**src/rtl/pipe_mem_arbiter_pkg.sv**
```systemverilog
// Shared types for the pipeline memory arbiter: FSM states, grant encoding,
// default widths and the fixed-priority grant selector.
package pipe_mem_arbiter_pkg;

  localparam int DEF_ADDR_W  = 32;
  localparam int DEF_DATA_W  = 32;
  localparam int DEF_TIMEOUT = 64;

  typedef enum logic [1:0] {
    IDLE   = 2'd0,
    BUSY_I = 2'd1,
    BUSY_D = 2'd2
  } arb_state_e;

  typedef enum logic [1:0] {
    GNT_NONE = 2'd0,
    GNT_I    = 2'd1,
    GNT_D    = 2'd2
  } arb_grant_e;

  // The data port belongs to the older instruction, so it always wins.
  function automatic arb_grant_e arb_pick(input logic if_elig, input logic d_elig);
    if (d_elig) begin
      return GNT_D;
    end else if (if_elig) begin
      return GNT_I;
    end else begin
      return GNT_NONE;
    end
  endfunction

endpackage

```
**src/rtl/pipe_mem_arbiter_timeout_cnt.sv**
```systemverilog
// BUSY-cycle counter for the arbiter. Cleared on every grant; term rises in
// the TIMEOUT-th counted cycle so the FSM can abort at the end of that cycle.
module arb_timeout_cnt
  import pipe_mem_arbiter_pkg::*;
#(
  parameter int TIMEOUT = DEF_TIMEOUT
) (
  input  logic clk,
  input  logic rst_n,
  input  logic clear,
  input  logic en,
  output logic term
);

  localparam int CNT_W = $clog2(TIMEOUT);

  logic [CNT_W-1:0] cnt;

  assign term = (cnt == CNT_W'(TIMEOUT - 1));

  // Count un-acked BUSY cycles; clear has priority and the count parks at term.
  always_ff @(posedge clk or negedge rst_n) begin
    if (!rst_n) begin
      cnt <= '0;
    end else if (clear) begin
      cnt <= '0;
    end else if (en && !term) begin
      cnt <= cnt + 1'b1;
    end
  end

endmodule

```
**src/rtl/pipe_mem_arbiter.sv**
```systemverilog
// Arbiter sharing one variable-latency memory between instruction fetch and
// the MEM-stage data port. Transactions are serialised (data first), the
// backend interface is fully registered and a sticky error flags timeouts.
// Optional build macro MEM_ARB_PERF_EN adds saturating stall/conflict counters.
module pipe_mem_arbiter
  import pipe_mem_arbiter_pkg::*;
#(
  parameter int ADDR_W  = DEF_ADDR_W,
  parameter int DATA_W  = DEF_DATA_W,
  parameter int TIMEOUT = DEF_TIMEOUT
) (
  input  logic              clk_i,
  input  logic              rst_i,
  input  logic              if_req_i,
  input  logic [ADDR_W-1:0] if_addr_i,
  output logic [DATA_W-1:0] if_rdata_o,
  output logic              if_valid_o,
  input  logic              d_req_i,
  input  logic              d_we_i,
  input  logic [ADDR_W-1:0] d_addr_i,
  input  logic [DATA_W-1:0] d_wdata_i,
  output logic [DATA_W-1:0] d_rdata_o,
  output logic              d_valid_o,
  output logic              stall_o,
  output logic              mem_req_o,
  output logic              mem_we_o,
  output logic [ADDR_W-1:0] mem_addr_o,
  output logic [DATA_W-1:0] mem_wdata_o,
  input  logic              mem_ack_i,
  input  logic [DATA_W-1:0] mem_rdata_i,
  output logic              err_o
`ifdef MEM_ARB_PERF_EN
  ,
  output logic [31:0]       perf_stall_cnt_o,
  output logic [31:0]       perf_conflict_cnt_o
`endif
);

  arb_state_e state;
  arb_grant_e grant;
  logic       if_elig;
  logic       d_elig;
  logic       busy;
  logic       tmo;

  // A request arriving in its own completion cycle is the one just served.
  assign if_elig = if_req_i & ~if_valid_o;
  assign d_elig  = d_req_i & ~d_valid_o;
  assign stall_o = if_elig | d_elig;
  assign grant   = (state == IDLE) ? arb_pick(if_elig, d_elig) : GNT_NONE;
  assign busy    = (state == BUSY_I) || (state == BUSY_D);

  arb_timeout_cnt #(
    .TIMEOUT(TIMEOUT)
  ) u_timeout_cnt (
    .clk  (clk_i),
    .rst_n(rst_i),
    .clear(grant != GNT_NONE),
    .en   (busy && !mem_ack_i),
    .term (tmo)
  );

  // Arbitration FSM with registered backend request and completion outputs.
  always_ff @(posedge clk_i or negedge rst_i) begin
    if (!rst_i) begin
      state       <= IDLE;
      mem_req_o   <= 1'b0;
      mem_we_o    <= 1'b0;
      mem_addr_o  <= '0;
      mem_wdata_o <= '0;
      if_rdata_o  <= '0;
      if_valid_o  <= 1'b0;
      d_rdata_o   <= '0;
      d_valid_o   <= 1'b0;
      err_o       <= 1'b0;
    end else begin
      if_valid_o <= 1'b0;
      d_valid_o  <= 1'b0;
      case (state)
        IDLE: begin
          case (grant)
            GNT_D: begin
              mem_req_o   <= 1'b1;
              mem_we_o    <= d_we_i;
              mem_addr_o  <= d_addr_i;
              mem_wdata_o <= d_wdata_i;
              state       <= BUSY_D;
            end
            GNT_I: begin
              mem_req_o   <= 1'b1;
              mem_we_o    <= 1'b0;
              mem_addr_o  <= if_addr_i;
              mem_wdata_o <= '0;
              state       <= BUSY_I;
            end
            default: ;
          endcase
        end
        BUSY_I: begin
          if (mem_ack_i) begin
            if_rdata_o <= mem_rdata_i;
            if_valid_o <= 1'b1;
            mem_req_o  <= 1'b0;
            state      <= IDLE;
          end else if (tmo) begin
            if_rdata_o <= '0;
            if_valid_o <= 1'b1;
            err_o      <= 1'b1;
            mem_req_o  <= 1'b0;
            state      <= IDLE;
          end
        end
        BUSY_D: begin
          if (mem_ack_i) begin
            if (!mem_we_o) begin
              d_rdata_o <= mem_rdata_i;
            end
            d_valid_o <= 1'b1;
            mem_req_o <= 1'b0;
            state     <= IDLE;
          end else if (tmo) begin
            d_rdata_o <= '0;
            d_valid_o <= 1'b1;
            err_o     <= 1'b1;
            mem_req_o <= 1'b0;
            state     <= IDLE;
          end
        end
        default: state <= IDLE;
      endcase
    end
  end

`ifdef MEM_ARB_PERF_EN
  // Saturating counters for stalled cycles and IDLE cycles with both ports eligible.
  always_ff @(posedge clk_i or negedge rst_i) begin
    if (!rst_i) begin
      perf_stall_cnt_o    <= '0;
      perf_conflict_cnt_o <= '0;
    end else begin
      if (stall_o && (perf_stall_cnt_o != 32'hFFFF_FFFF)) begin
        perf_stall_cnt_o <= perf_stall_cnt_o + 32'd1;
      end
      if ((state == IDLE) && if_elig && d_elig && (perf_conflict_cnt_o != 32'hFFFF_FFFF)) begin
        perf_conflict_cnt_o <= perf_conflict_cnt_o + 32'd1;
      end
    end
  end
`endif

endmodule

```
**config.mk**
```make
export PLATFORM = sky130hd
export DESIGN_NAME = pipe_mem_arbiter
export DESIGN_NICKNAME = d
export VERILOG_FILES = /design/src/rtl/pipe_mem_arbiter_pkg.sv /design/src/rtl/pipe_mem_arbiter_timeout_cnt.sv /design/src/rtl/pipe_mem_arbiter.sv
export SDC_FILE = /design/constraint.sdc
export NUM_CORES = 1
export LEC_CHECK = 0
export ABC_AREA = 1
export CAP_MARGIN = 10
export CORE_MARGIN = 3
export CORE_UTILIZATION = 39
export DETAILED_ROUTE_END_ITERATION = 8
export PLACE_DENSITY = 0.85
export SETUP_SLACK_MARGIN = 0.02
export SLEW_MARGIN = 20
export SYNTH_ARGS = -nofsm -noshare
export SYNTH_HDL_FRONTEND = slang
export SYNTH_HIERARCHICAL = 1
export SYNTH_SLANG_ARGS = --single-unit
```
**constraint.sdc**
```tcl
create_clock -name clk_i -period 1.9 [get_ports clk_i]
set_clock_uncertainty 0.1 [all_clocks]
set_input_delay 0.38 -clock clk_i [delete_from_list [all_inputs] [get_ports clk_i]]
set_output_delay 0.38 -clock clk_i [all_outputs]
set_load 0.01 [all_outputs]
```
==> impl_metrics.json <==
{
  "endpoint_kind": "flip-flop",
  "synth-seq-cells": 141,
  "yosysTopAreaCellShare_pct": 55.0,
  "layout.nets": 1240,
  "drc": 0,
  "worstPathArrival_ns": 2.20,
  "slew_violations": 0,
  "coreArea_um2": 16000,
  "critical_path_class": "flip-flop to flip-flop",
  "hold_violations": 0,
  "syn_inst": 766,
  "period_share_pct": 106,
  "clockBufferDepth": 2,
  "clkLatencyLatePin_ns": 0.42,
  "gp_routability_congestion": 0.830,
  "die_h_um": 134,
  "status": "finished with violations",
  "drive_gt1_share_pct": 20.6,
  "path_max_fanout": 11,
  "grt_pass1_vias": 6592,
  "synth_common_cells": "nand2_1 (342), dfrtp_1 (141), inv_1 (89)",
  "die_w_um": 134,
  "first_iter_violations": 418,
  "ioPinCount": 268,
  "ys_seq_area_share_pct": 55.0,
  "required_ns": 2.08,
  "setup_viol": 66,
  "rsz0062_at_grt": "yes",
  "synth.distinct_cells": 24,
  "critPathLaunch": "state[1]",
  "hpwl_um": 14300,
  "tightest_slew_ns": 0.497,
  "antenna_found_initial": 1,
  "synth_edf_count": 0,
  "synth_flop_cell": "dfrtp_1",
  "placed_cells": 1246,
  "synth_area_leaders": "dfrtp_1 (55%), nand2_1 (20%), inv_1 (5.2%)",
  "avgViaCountPerCell": 5.02,
  "wl_per_cell_um": 18.7,
  "post-place-ws_ns": -0.530,
  "min_period_ns": 2.02,
  "startpoint_type": "flip-flop",
  "synth_nets": 908,
  "power.leakage_nw": 5.90,
  "hp-class": "input pin to asynchronous set/reset pin",
  "cts_tree": "done",
  "placed_cell_area_um2": 9460,
  "p_per_area_nw_per_um2": 1640,
  "first_pass_iters": 5,
  "via_count": 6661,
  "synthArstFlopShare_pct": 100,
  "max_freq_ghz": 0.495,
  "ir_drop_uv": 822,
  "grt_max_degree": 43,
  "worstReg2RegStart": "state[1]",
  "finalSetupTns_ns": -4.99,
  "yosys.area.top_type": "dfrtp_1",
  "cap_violations": 0,
  "port_buffers": 267,
  "finalNonFillerCells": 1326,
  "groute.usage.overall_pct": 24.1,
  "netlist_area_um2": 6420,
  "cts.sinks": 141,
  "layout_setup_ws_ns": -0.120,
  "relSlewSlack_pct": 66.8,
  "wirelength_um": 24800,
  "cts_buffers": 17,
  "synth_most_common_cell": "nand2_1",
  "rows": 46,
  "gr-total-overflow": 0,
  "start_util_pct": 40.1,
  "violations": "negative setup slack",
  "grt_pass1_wl_um": 34300,
  "yosys_warnings": 6,
  "cts.htree.levels": 4,
  "postRouteAntennaNets": 0,
  "avgSynthCellArea_um2": 8.38,
  "dieArea_um2": 18000,
  "cts-root-buf": "clkbuf_16",
  "areaGrowthSynthToFinish_pct": 75.9,
  "clk_pin_slew_worst_paths_ns": 0.06,
  "final_area_um2": 11300
}
-- final timing paths --
check                                      end  slack (ns)  depth (start not counted)
worst max register to register  mem_addr_o[23]       -0.12                         10
min in group clk_i                       err_o        0.36                          1
max in group asynchronous       mem_addr_o[11]        0.75                          3
worst min-delay path             d_rdata_o[28]        0.35                          2
worst max-delay path            mem_addr_o[23]       -0.12                         10
worst min register to register           err_o        0.36                          1
-- per-stage QoR --
stage / power, mW / utilization [%] / hold slack, ns
after floorplan: 8.61 / - / -0.0156
after global placement: 12.3 / 59.1 / 0.226
after detailed placement: 12.5 / 59.1 / 0.226
after CTS: 16.8 / 65.7 / 0.345
after global routing: 19.4 / 70.5 / 0.366
final: 18.5 / 70.5 / 0.346
-- cells by family after synthesis --
group	after synthesis	share of synthesized area, %
buf+inv	131	9.95
simple gates	420	27.0
fa+ha+maj	8	1.56
flops	141	55.0
compound gates	66	6.47
-- routing by layer --
layer / vias up / global-route usage (%) / wire, um
li1: 3039 / - / -
met5: - / 0 / 0
met2: 346 / 40.8 / 12100
met3: 80 / 8.55 / 2040
met1: 3196 / 27.7 / 9310
met4: 0 / 10.0 / 1270
-- layout by cell type (no fill, tap or decap), types with 2 or more instances in the layout --
master and n:
buf_4 37, nand2_8 2, inv_1 81, dlygate4sd2_1 2, ha_4 4, buf_6 11
ha_1 3, dfrtp_1 140, nand3_2 2, clkinvlp_4 2, o21ai_0 20, o211ai_1 32
clkdlybuf4s50_1 254, o21ai_1 12, nand2_1 267, clkbuf_16 24, dlymetal6s2s_1 9, nor3_1 2
inv_2 8, nor2_1 7, clkinv_8 3, buf_8 2, nand4_1 2, buf_12 19
nor2_4 5, inv_6 7, nand3_1 44, nand2_4 29, nand2_2 59, buf_16 5
bufinv_16 3
-- power by group --
group	internal, mW	total [mW]	leakage [nW]	switching (mW)
clock	2.07	3.41	0.284	1.34
combinational	5.05	9.76	3.83	4.71
sequential	4.41	5.32	1.78	0.910
total	11.5	18.5	5.90	6.96
-- worst max-delay path: stages (launching register included) --
cell	delay, ns
dfrtp_1	0.40
inv_2	0.09
ha_4	0.15
nand4_1	0.12
buf_4	0.18
ha_4	0.30
nand2_8	0.07
buf_12	0.15
buf_12	0.15
nand2_1	0.08
nand2_1	0.08
-- final cells by class --
class | instances | area, um2
timing repair inverter | 3 | 41.3
tap | 216 | 270
timing repair buffer | 348 | 3820
clock inverter | 12 | 163
antenna | 1 | 2.50
inverter | 92 | 365
clock buffer | 18 | 429
fill | 1100 | 4720
sequential | 141 | 3530
multi-input combinational | 495 | 2670
-- sequential cells by signal, summed over array words and instances, names as in the netlist --
register           cells
u_timeout_cnt/cnt      6
state                  2
mem_wdata_o           32
mem_addr_o            32
if_rdata_o            32
d_rdata_o             32
if_valid_o             1
d_valid_o              1
mem_req_o              1
mem_we_o               1
err_o                  1
-- repair_timing --
action / in CTS / in global routing
setup endpoints to repair: 101 / 135
cloned: 7 / 12
hold endpoints to repair: 38 / 0
pin swaps: 23 / 52
hold buffers: 1 / 0
setup buffers: 14 / 18
gates resized for setup: 48 / 122
Power figures use the tool's default switching activity.
